## config.mk

```make
export PLATFORM = sky130hd
export DESIGN_NAME = accum_instr_issuer
export DESIGN_NICKNAME = d
export VERILOG_FILES = /design/src/rtl/accum_pkg.sv /design/src/rtl/accum_instr_issuer.sv
export SDC_FILE = /design/constraint.sdc
export NUM_CORES = 1
export LEC_CHECK = 0
export CAP_MARGIN = 20
export CORE_MARGIN = 2
export CORE_UTILIZATION = 53
export DETAILED_ROUTE_END_ITERATION = 8
export GPL_TIMING_DRIVEN = 0
export PLACE_DENSITY = 0.78
export SYNTH_ARGS = -nofsm -noshare
export SYNTH_HDL_FRONTEND = slang
export SYNTH_SLANG_ARGS = --single-unit
export TNS_END_PERCENT = 100
```

## constraint.sdc

```tcl
create_clock -name clk -period 3.7 [get_ports clk]
set_input_delay 0.555 -clock clk [delete_from_list [all_inputs] [get_ports clk]]
set_output_delay 0.555 -clock clk [all_outputs]
set_load 0.01 [all_outputs]
```

## src/rtl/accum_pkg.sv

```systemverilog
// Shared definitions for the accumulate instruction interface (issuer and engine side).
// Opcodes, field widths, FSM state encoding and instruction-word builders.
package accum_pkg;

  localparam int INSTR_W = 64;
  localparam int OP_W    = 4;
  localparam int CNT_W   = 28;
  localparam int CAP_W   = 32;

  localparam logic [OP_W-1:0] OP_NOP     = 4'h0;
  localparam logic [OP_W-1:0] OP_CONFIG  = 4'h1;
  localparam logic [OP_W-1:0] OP_ACCUM   = 4'h2;
  localparam logic [OP_W-1:0] OP_DISABLE = 4'h3;

  typedef enum logic [2:0] {
    IDLE,
    CFG,
    ACCUM,
    DIS,
    WAIT
  } state_t;

  function automatic logic [INSTR_W-1:0] instr_op(input logic [OP_W-1:0] op);
    return {op, {(INSTR_W-OP_W){1'b0}}};
  endfunction

  function automatic logic [INSTR_W-1:0] instr_config(input logic [CNT_W-1:0] cnt,
                                                      input logic [CAP_W-1:0] cap);
    return {OP_CONFIG, cnt, cap};
  endfunction

  function automatic logic [OP_W-1:0] instr_opcode(input logic [INSTR_W-1:0] word);
    return word[INSTR_W-1 -: OP_W];
  endfunction

endpackage

```

## src/rtl/accum_instr_issuer.sv

```systemverilog
// Issues CONFIG, ACCUMULATE x n, DISABLE to the accumulate engine for one job at a time.
// All outputs registered; element handshake appears on the bus one cycle later, done 3 cycles after the last element.
module accum_instr_issuer
  import accum_pkg::*;
#(
  parameter int DATA_W = 64
) (
  input  logic               clk,
  input  logic               reset_n,
  input  logic               job_valid,
  output logic               job_ready,
  input  logic [CNT_W-1:0]   job_count,
  input  logic [CAP_W-1:0]   job_capacity,
  input  logic               vec_valid,
  output logic               vec_ready,
  input  logic [DATA_W-1:0]  vec_data,
  output logic [INSTR_W-1:0] instruction,
  output logic [DATA_W-1:0]  data_out,
  input  logic [DATA_W-1:0]  result_in,
  input  logic               bp_signal,
  output logic               done,
  output logic [DATA_W-1:0]  job_sum,
  output logic [CNT_W-1:0]   dropped,
  output logic               err_bp,
  output logic               busy
);

  state_t            state;
  logic [CNT_W-1:0]  remaining;
  logic [CNT_W-1:0]  issued;
  logic [CNT_W-1:0]  n_issue;
  logic [CNT_W-1:0]  drop_cnt;
  logic [DATA_W-1:0] base;
  logic              err_seen;
  logic              acc_vis;

  logic              job_hs;
  logic              vec_hs;
  logic [CNT_W-1:0]  job_n_issue;
  logic              can_issue;
  logic              last_elem;
  logic              bp_hit;

  assign job_hs    = job_valid & job_ready;
  assign vec_hs    = vec_valid & vec_ready;
  assign can_issue = issued < n_issue;
  assign last_elem = remaining == CNT_W'(1);
  assign bp_hit    = acc_vis & bp_signal;

  // Capacity is a full 32-bit value: a large capacity must never truncate the count.
  assign job_n_issue = ({{(CAP_W-CNT_W){1'b0}}, job_count} < job_capacity)
                       ? job_count : job_capacity[CNT_W-1:0];

  always_ff @(posedge clk or negedge reset_n) begin
    if (!reset_n) begin
      state       <= IDLE;
      job_ready   <= 1'b0;
      vec_ready   <= 1'b0;
      instruction <= instr_op(OP_NOP);
      data_out    <= '0;
      done        <= 1'b0;
      job_sum     <= '0;
      dropped     <= '0;
      err_bp      <= 1'b0;
      busy        <= 1'b0;
      remaining   <= '0;
      issued      <= '0;
      n_issue     <= '0;
      drop_cnt    <= '0;
      base        <= '0;
      err_seen    <= 1'b0;
      acc_vis     <= 1'b0;
    end else begin
      done        <= 1'b0;
      instruction <= instr_op(OP_NOP);
      // bp_signal answers the previous visible word; only ACCUMULATE answers count.
      acc_vis     <= (instr_opcode(instruction) == OP_ACCUM);
      if (bp_hit) err_seen <= 1'b1;

      case (state)
        IDLE: begin
          if (job_hs) begin
            state       <= CFG;
            job_ready   <= 1'b0;
            busy        <= 1'b1;
            instruction <= instr_config(job_count, job_capacity);
            remaining   <= job_count;
            n_issue     <= job_n_issue;
            issued      <= '0;
            drop_cnt    <= '0;
            err_seen    <= 1'b0;
            dropped     <= '0;
            err_bp      <= 1'b0;
          end else begin
            job_ready <= 1'b1;
          end
        end

        CFG: begin
          // Engine keeps its result across jobs, so the sum is taken relative to this point.
          base <= result_in;
          if (remaining == '0) begin
            state <= DIS;
          end else begin
            state     <= ACCUM;
            vec_ready <= 1'b1;
          end
        end

        ACCUM: begin
          if (vec_hs) begin
            remaining <= remaining - CNT_W'(1);
            if (can_issue) begin
              instruction <= instr_op(OP_ACCUM);
              data_out    <= vec_data;
              issued      <= issued + CNT_W'(1);
            end else begin
              drop_cnt <= drop_cnt + CNT_W'(1);
            end
            if (last_elem) begin
              state     <= DIS;
              vec_ready <= 1'b0;
            end
          end
        end

        DIS: begin
          instruction <= instr_op(OP_DISABLE);
          state       <= WAIT;
        end

        WAIT: begin
          job_sum   <= result_in - base;
          dropped   <= drop_cnt;
          err_bp    <= err_seen | bp_hit;
          done      <= 1'b1;
          state     <= IDLE;
          job_ready <= 1'b1;
          busy      <= 1'b0;
        end

        default: begin
          state     <= IDLE;
          vec_ready <= 1'b0;
          busy      <= 1'b0;
        end
      endcase
    end
  end

endmodule
```

==> flow_summary_export.csv, run 1 <==
group,metric,value,unit
placement,post_dp_cell_area,26200,µm²
pwr,switchingPower,8.75,mW
synth,synth.distinct_cells,76,
sta,slew_headroom,0.367,
sta,post-route-period-util,0.971,
final_layout,drive_above_1_share,0.0463,
pwr,peakVddDrop,0.493,mV
floorplanning,ios,418,
final_layout,final_common_cell,"nand2_1",
final_layout,nets,3131,
sta,final-setup-viol-count,0,
setup_path,rr_startpoint,"base[13]",
drt,via_per_inst,5.82,
floorplanning,core_area,39700,µm²
setup_path,worstPathMaxFanout,7,
placement,port-buffer-count,415,
final_layout,fin_util,0.698,
final_layout,synthToLayoutAreaGrowth,30.3,%
clock_tree,cts_buffers,44,
setup_path,critical_path.startpoint,"result_in[13]",
drt,drt_iter0_drc,1756,
clock_tree,clock-root-buffer,"clkbuf_16",
setup_path,worstPathArrival,4.06,ns
drt,ant_nets,0,
sta,clock.fmax,278,MHz
clock_tree,clock_path_buffers,3,
sta,worst_pin_slew,0.949,ns
global_routing,grtUsageTotal,0.322,
global_routing,antenna_found_initial,5,
sta,hold_viol,0,
setup_path,ff2ff_setup_slack,0.19,ns
worst_hold_path,hp-class,"flop to flop",
synth,synth-async-reset-ratio,1.00,
clock_tree,clk_pin_slew,0.06,ns
drt,dr.pass1.iters,5,
sta,min_period,3.59,ns
synth,ys.flop_type,"dfrtp_1",
pwr,powerDensity,783,nW/µm²
global_routing,grt_pass1_vias,19200,
final_layout,multiInputGateArea,10100,µm²
clock_tree,cts_tree,"done",
synth,synth_top_area_share,0.475,
synth,syn_area,21300,µm²
floorplanning,die_w,204,µm
setup_path,r2r-end,"job_sum[60]",
global_routing,grt_max_degree,122,
synth,seq_area_frac_synth,0.475,
pwr,p_sw_frac,0.403,
floorplanning,start_util,0.536,
global_routing,grt_pass1_wl,105000,µm
setup_path,cp.required,4.17,ns
drt,num_vias,19700,
floorplanning,dieArea,41800,µm²
pwr,power.leakage,12.9,nW
setup_path,rr_worst_depth,11,
floorplanning,die_y,204,µm
final_layout,seqCellArea,10100,µm²
worst_hold_path,min_from,"data_out[22]",
job,drv_cap,0,
pwr,p_int,13.0,mW
pwr,power_frac_clock,0.211,
placement,hpwl,50900,µm
final_layout,num-fill-cells,3104,
drt,wl_per_cell,19.9,µm
synth,synth_warnings,0,
placement,gp_congestion,0.975,
drt,drcViolationCount,0,
synth,synth_area_leader_cell,"dfrtp_1",
floorplanning,std_cell_rows,73,
final_layout,final_area,27700,µm²
sta,fin_worst_skew,0.0253,ns
pwr,p_comb_frac,0.472,
setup_path,criticalPathCategory,"primary input to flop",
global_routing,grt_overflow,0,
setup_path,cp-start-kind,"primary input",
drt,wl,67400,µm
setup_path,end_kind,"flop",
outcome,status,"completed",
synth,synth-edff-count,0,
synth,synth_area_leaders,"dfrtp_1, nand2_1, ha_1",
clock_tree,clkLatencyLatePin,0.59,ns
sta,rsz0062_at_grt,"false",
clock_tree,postCtsSetupBuffers,0,
worst_hold_path,hold_end,"data_out[22]",
synth,synth.avg_cell_area,9.06,µm²
final_layout,final_cell_mix,"nand2_1, clkdlybuf4s50_1, dfrtp_1",
pwr,seq_power_share,0.317,
worst_hold_path,holdPathStages,2,
synth,synth_cells,2350,
sta,drv_slew,0,
synth,ys_seq_elements,404,
clock_tree,clock-sinks,404,
clock_tree,htreeDepth,2,
cells in the mapped netlist (9+ instances only):
cell / n
a22o_1: 27
nand4_1: 58
nor3_1: 35
a211o_1: 9
nor2_1: 169
o21a_1: 16
inv_1: 145
ha_1: 121
a21oi_1: 117
nand2_1: 421
dfrtp_1: 404
or3_1: 11
o31ai_1: 11
nand2b_1: 11
a221o_1: 35
and3_1: 25
a31oi_1: 16
o211ai_1: 13
clkbuf_1: 102
xor2_1: 44
or4_1: 12
a211oi_1: 14
xnor2_1: 38
buf_2: 16
nand3_1: 43
and2_1: 39
nor4_1: 16
nor2b_1: 11
buf_1: 9
a21o_1: 60
o21ai_0: 198
o21bai_1: 12
cells by family (layout without fill, tap and decap cells):
logic type / Yosys count / count (layout) / share of synthesized area
buffers and inverters: 275 / 775 / 0.0498
adders and majority gates: 122 / 122 / 0.0721
other: 1 / 6 / 0.000176
DFF: 404 / 404 / 0.475
xor gates and xnor gates: 82 / 82 / 0.0337
muxes: 10 / 10 / 0.00505
and+or+nand+nor: 882 / 882 / 0.190
AOI/OAI and AO/OA: 574 / 574 / 0.175
critical path, cell delays in order:
cell             delay, ns
clkdlybuf4s50_1       0.46
ha_1                  0.31
clkbuf_1              0.19
a21oi_1               0.27
o21bai_1              0.15
a2111oi_0             0.76
a21oi_1               0.31
o211ai_1              0.36
a21oi_1               0.13
or3_1                 0.31
a31o_2                0.24
routing by layer:
layer	up-vias	GRT usage	wire length, µm	part of all wire
met5	-	0	16	0.00024
met4	2	0.126	2460	0.036
met3	153	0.0662	6100	0.091
met2	953	0.495	30200	0.45
met1	9478	0.449	28600	0.42
li1	9100	-	-	-
state kept, by name, indices dropped and copies added (netlist names):
signal and flops:
done 1, busy 1, vec_ready 1, data_out 64, state 3, dropped 28, job_sum 64, base 64
n_issue 28, remaining 28, err_seen 1, job_ready 1, err_bp 1, issued 28, acc_vis 1, instruction 62
drop_cnt 28
stage by stage:
step	setup slack [ns]	total power [mW]	hold WS, ns	TNS (ns)	instances
floorplan	0.672	12.7	0.259	0	2351
global placement	-15.41	16.7	0.458	-6216.83	3291
detailed placement	-0.389	17.0	0.462	-11.76	3294
CTS	0.0384	21.7	0.476	0	3376
global route	0.0000173	23.1	0.489	0	3379
finish	0.109	21.7	0.471	0	3380
cell type report:
cell class	instances	area share
Sequential cell	404	0.364
Timing Repair Buffer	419	0.153
Buffer	129	0.0186
Inverter	146	0.0198
Clock inverter	27	0.0106
Multi-Input combinational cell	1672	0.366
Clock buffer	54	0.0436
Tap cell	525	0.0237
Antenna cell	4	0.000361
power by group through the flow:
stage	Clock [mW]	Combinational, mW	Sequential [mW]
global route	4.83	11.2	7.04
CTS	4.65	10.1	6.88
floorplan	0	5.57	7.13
finish	4.60	10.3	6.89
global placement	0	9.84	6.90
detailed placement	0	10.1	6.92
worst max-delay path by stage:
| stage | endpoint | slack (ns) | cells past startpoint |
|---|---|---|---|
| global placement | data_out[36] | -15.41 | 1 |
| floorplan | job_sum[58] | 0.67 | 12 |
| CTS | data_out[54] | 0.04 | 10 |
| detailed placement | n_issue[21] | -0.39 | 12 |
| finish | job_sum[60] | 0.11 | 11 |
| global route | job_sum[60] | 0.00002 | 11 |
timing repair:
| action | CTS | global route |
|---|---|---|
| hold buffers | 1 | 0 |
| resized for setup | 1 | 9 |
| endpoints found under the setup margin | 1 | 75 |
| hold endpoints to repair | 3 | 0 |
(Power assumes the default switching activity.)
==> inputs of run 2 (changes only) <==
--- a/config.mk
+++ b/config.mk
@@ -6,11 +6,13 @@
 export NUM_CORES = 1
 export LEC_CHECK = 0
 export CAP_MARGIN = 20
+export CORE_ASPECT_RATIO = 1.4
 export CORE_MARGIN = 2
 export CORE_UTILIZATION = 53
 export DETAILED_ROUTE_END_ITERATION = 8
 export GPL_TIMING_DRIVEN = 0
 export PLACE_DENSITY = 0.78
+export REMOVE_ABC_BUFFERS = 1
 export SYNTH_ARGS = -nofsm -noshare
 export SYNTH_HDL_FRONTEND = slang
 export SYNTH_SLANG_ARGS = --single-unit
==> flow_summary_export.csv, run 2 (synthesis gave the netlist of run 1 again) <==
group,metric,value,unit
final_layout,final_common_cell,"nand2_1",
sta,min_period,3.62,ns
worst_hold_path,hp-class,"flop to flop",
clock_tree,clock_path_buffers,3,
drt,dr.pass1.iters,7,
sta,hold_ws,0.467,ns
global_routing,use_met3,0.0424,
clock_tree,clock-sinks,404,
floorplanning,die_y,241,µm
placement,gp_congestion,0.917,
global_routing,grt_overflow,0,
setup_path,worstPathArrival,4.10,ns
final_layout,reg_top3,"base (64), data_out (64), job_sum (64)",
sta,clock.fmax,276,MHz
drt,wl_per_cell,18.7,µm
sta,final-setup-viol-count,0,
clock_tree,cts_buffers,42,
final_layout,final_area,27600,µm²
pwr,finalPower,21.4,mW
floorplanning,ios,418,
setup_path,max_stage_delay,0.75,ns
global_routing,antenna_found_initial,3,
clock_tree,htreeDepth,2,
sta,worst_pin_slew,0.952,ns
pwr,powerDensity,775,nW/µm²
floorplanning,dieArea,41800,µm²
setup_path,path_common_cell,"a21o_1",
setup_path,rr_startpoint,"issued[21]",
setup_path,worstPathMaxFanout,13,
drt,wl,61300,µm
clock_tree,clk_pin_slew,0.06,ns
setup_path,worst_path_max_delay_cell,"nor3_2",
setup_path,critical_path.startpoint,"job_capacity[1]",
final_layout,synthToLayoutAreaGrowth,29.6,%
worst_hold_path,min_from,"instruction[60]",
drt,ant_nets,0,
floorplanning,core_area,39500,µm²
drt,via_per_inst,5.74,
sta,slew_headroom,0.362,
clock_tree,clock-root-buffer,"clkbuf_16",
drt,drt_iter0_drc,1255,
final_layout,nets,3031,
sta,hold_viol,0,
setup_path,criticalPathCategory,"primary input to flop",
global_routing,grtUsageTotal,0.284,
placement,hpwl,44700,µm
job,drv_cap,0,
final_layout,final_cell_mix,"nand2_1, clkdlybuf4s50_1, dfrtp_1",
floorplanning,die_w,173,µm
global_routing,use_met2,0.520,
setup_path,crit_buf_inv,3,
floorplanning,start_util,0.539,
clock_tree,clkLatencyLatePin,0.55,ns
pwr,peakVddDrop,0.472,mV
setup_path,crit_family,"compound AO/OA/AOI/OAI gates",
global_routing,grt_pass1_wl,96200,µm
global_routing,busiest_layer,"met2",
final_layout,fin_util,0.699,
setup_path,cp-start-kind,"primary input",
pwr,power.leakage,12.9,nW
drt,drcViolationCount,0,
floorplanning,std_cell_rows,86,
global_routing,met1_usage,0.334,
outcome,status,"completed",
global_routing,grt_max_degree,125,
placement,port-buffer-count,415,
drt,num_vias,18800,
setup_path,cp_cell_sequence,"clkdlybuf4s50_1 -> inv_1 -> ha_1 -> a21o_1 -> a21o_1 -> a21oi_1 -> o21ai_0 -> a31oi_1 -> nor4_2 -> nor3_2 -> buf_4 -> a221o_1",
sta,rsz0062_at_grt,"true",
sta,fin_worst_skew,0.0183,ns
setup_path,cp.required,4.18,ns
clock_tree,cts_tree,"done",
sta,post-route-period-util,0.979,
setup_path,end_kind,"flop",
sta,drv_slew,0,
final_layout,drive_above_1_share,0.0528,
global_routing,grt_pass1_vias,18700,
placement,post_dp_cell_area,26100,µm²
[run 2: area by class of cell]
cell class,count,area (µm²)
Timing Repair Buffer,449,4610
Clock buffer,57,1170
Sequential cell,404,10100
Multi-Input combinational cell,1673,10200
Tap cell,528,661
Antenna cell,3,7.51
Inverter,146,549
Fill cell,2983,11900
Clock inverter,17,245
[run 2: where the power goes]
part | switching (mW) | internal, mW | total [mW]
sequential | 0.879 | 5.98 | 6.86
combinational | 5.63 | 4.47 | 10.1
clock | 1.79 | 2.63 | 4.43
[run 2: final timing paths]
path	to	slack, ns	depth (start not counted)
min in group asynchronous	instruction[29]	0.52	2
worst max register to register	drop_cnt[26]	0.12	11
worst max-delay path	n_issue[6]	0.08	12
worst min register to register	acc_vis	0.47	1
worst min-delay path	acc_vis	0.47	1
max in group asynchronous	state[1]	1.58	4
[run 2: what timing repair did]
action                                  in CTS  in global routing
endpoints found under the hold margin       51                  0
gates resized for setup                     12                  3
cloned                                       1                  0
hold buffers                                 1                  0
endpoints found under the setup margin      81                 14
pin swaps                                    1                  1
setup buffers                                0                  2
[run 2: through the flow]
| step | setup TNS [ns] | cells | setup slack (ns) |
|---|---|---|---|
| 6_report | 0 | 3277 | 0.0766 |
| 5_1_grt | -0.0425 | 3277 | -0.0425 |
| 3_5_place_dp | -34.11 | 3196 | -0.824 |
| 2_1_floorplan | -1088.78 | 2222 | -6.93 |
| 3_3_place_gp | -8761.23 | 3165 | -16.10 |
| 4_1_cts | -0.0100 | 3272 | -0.0100 |
[run 2: layer usage]
metal	vias up	wire (µm)
met1	9070	23600
met2	694	32000
met3	153	3470
li1	8885	-
met5	-	0
met4	0	2310
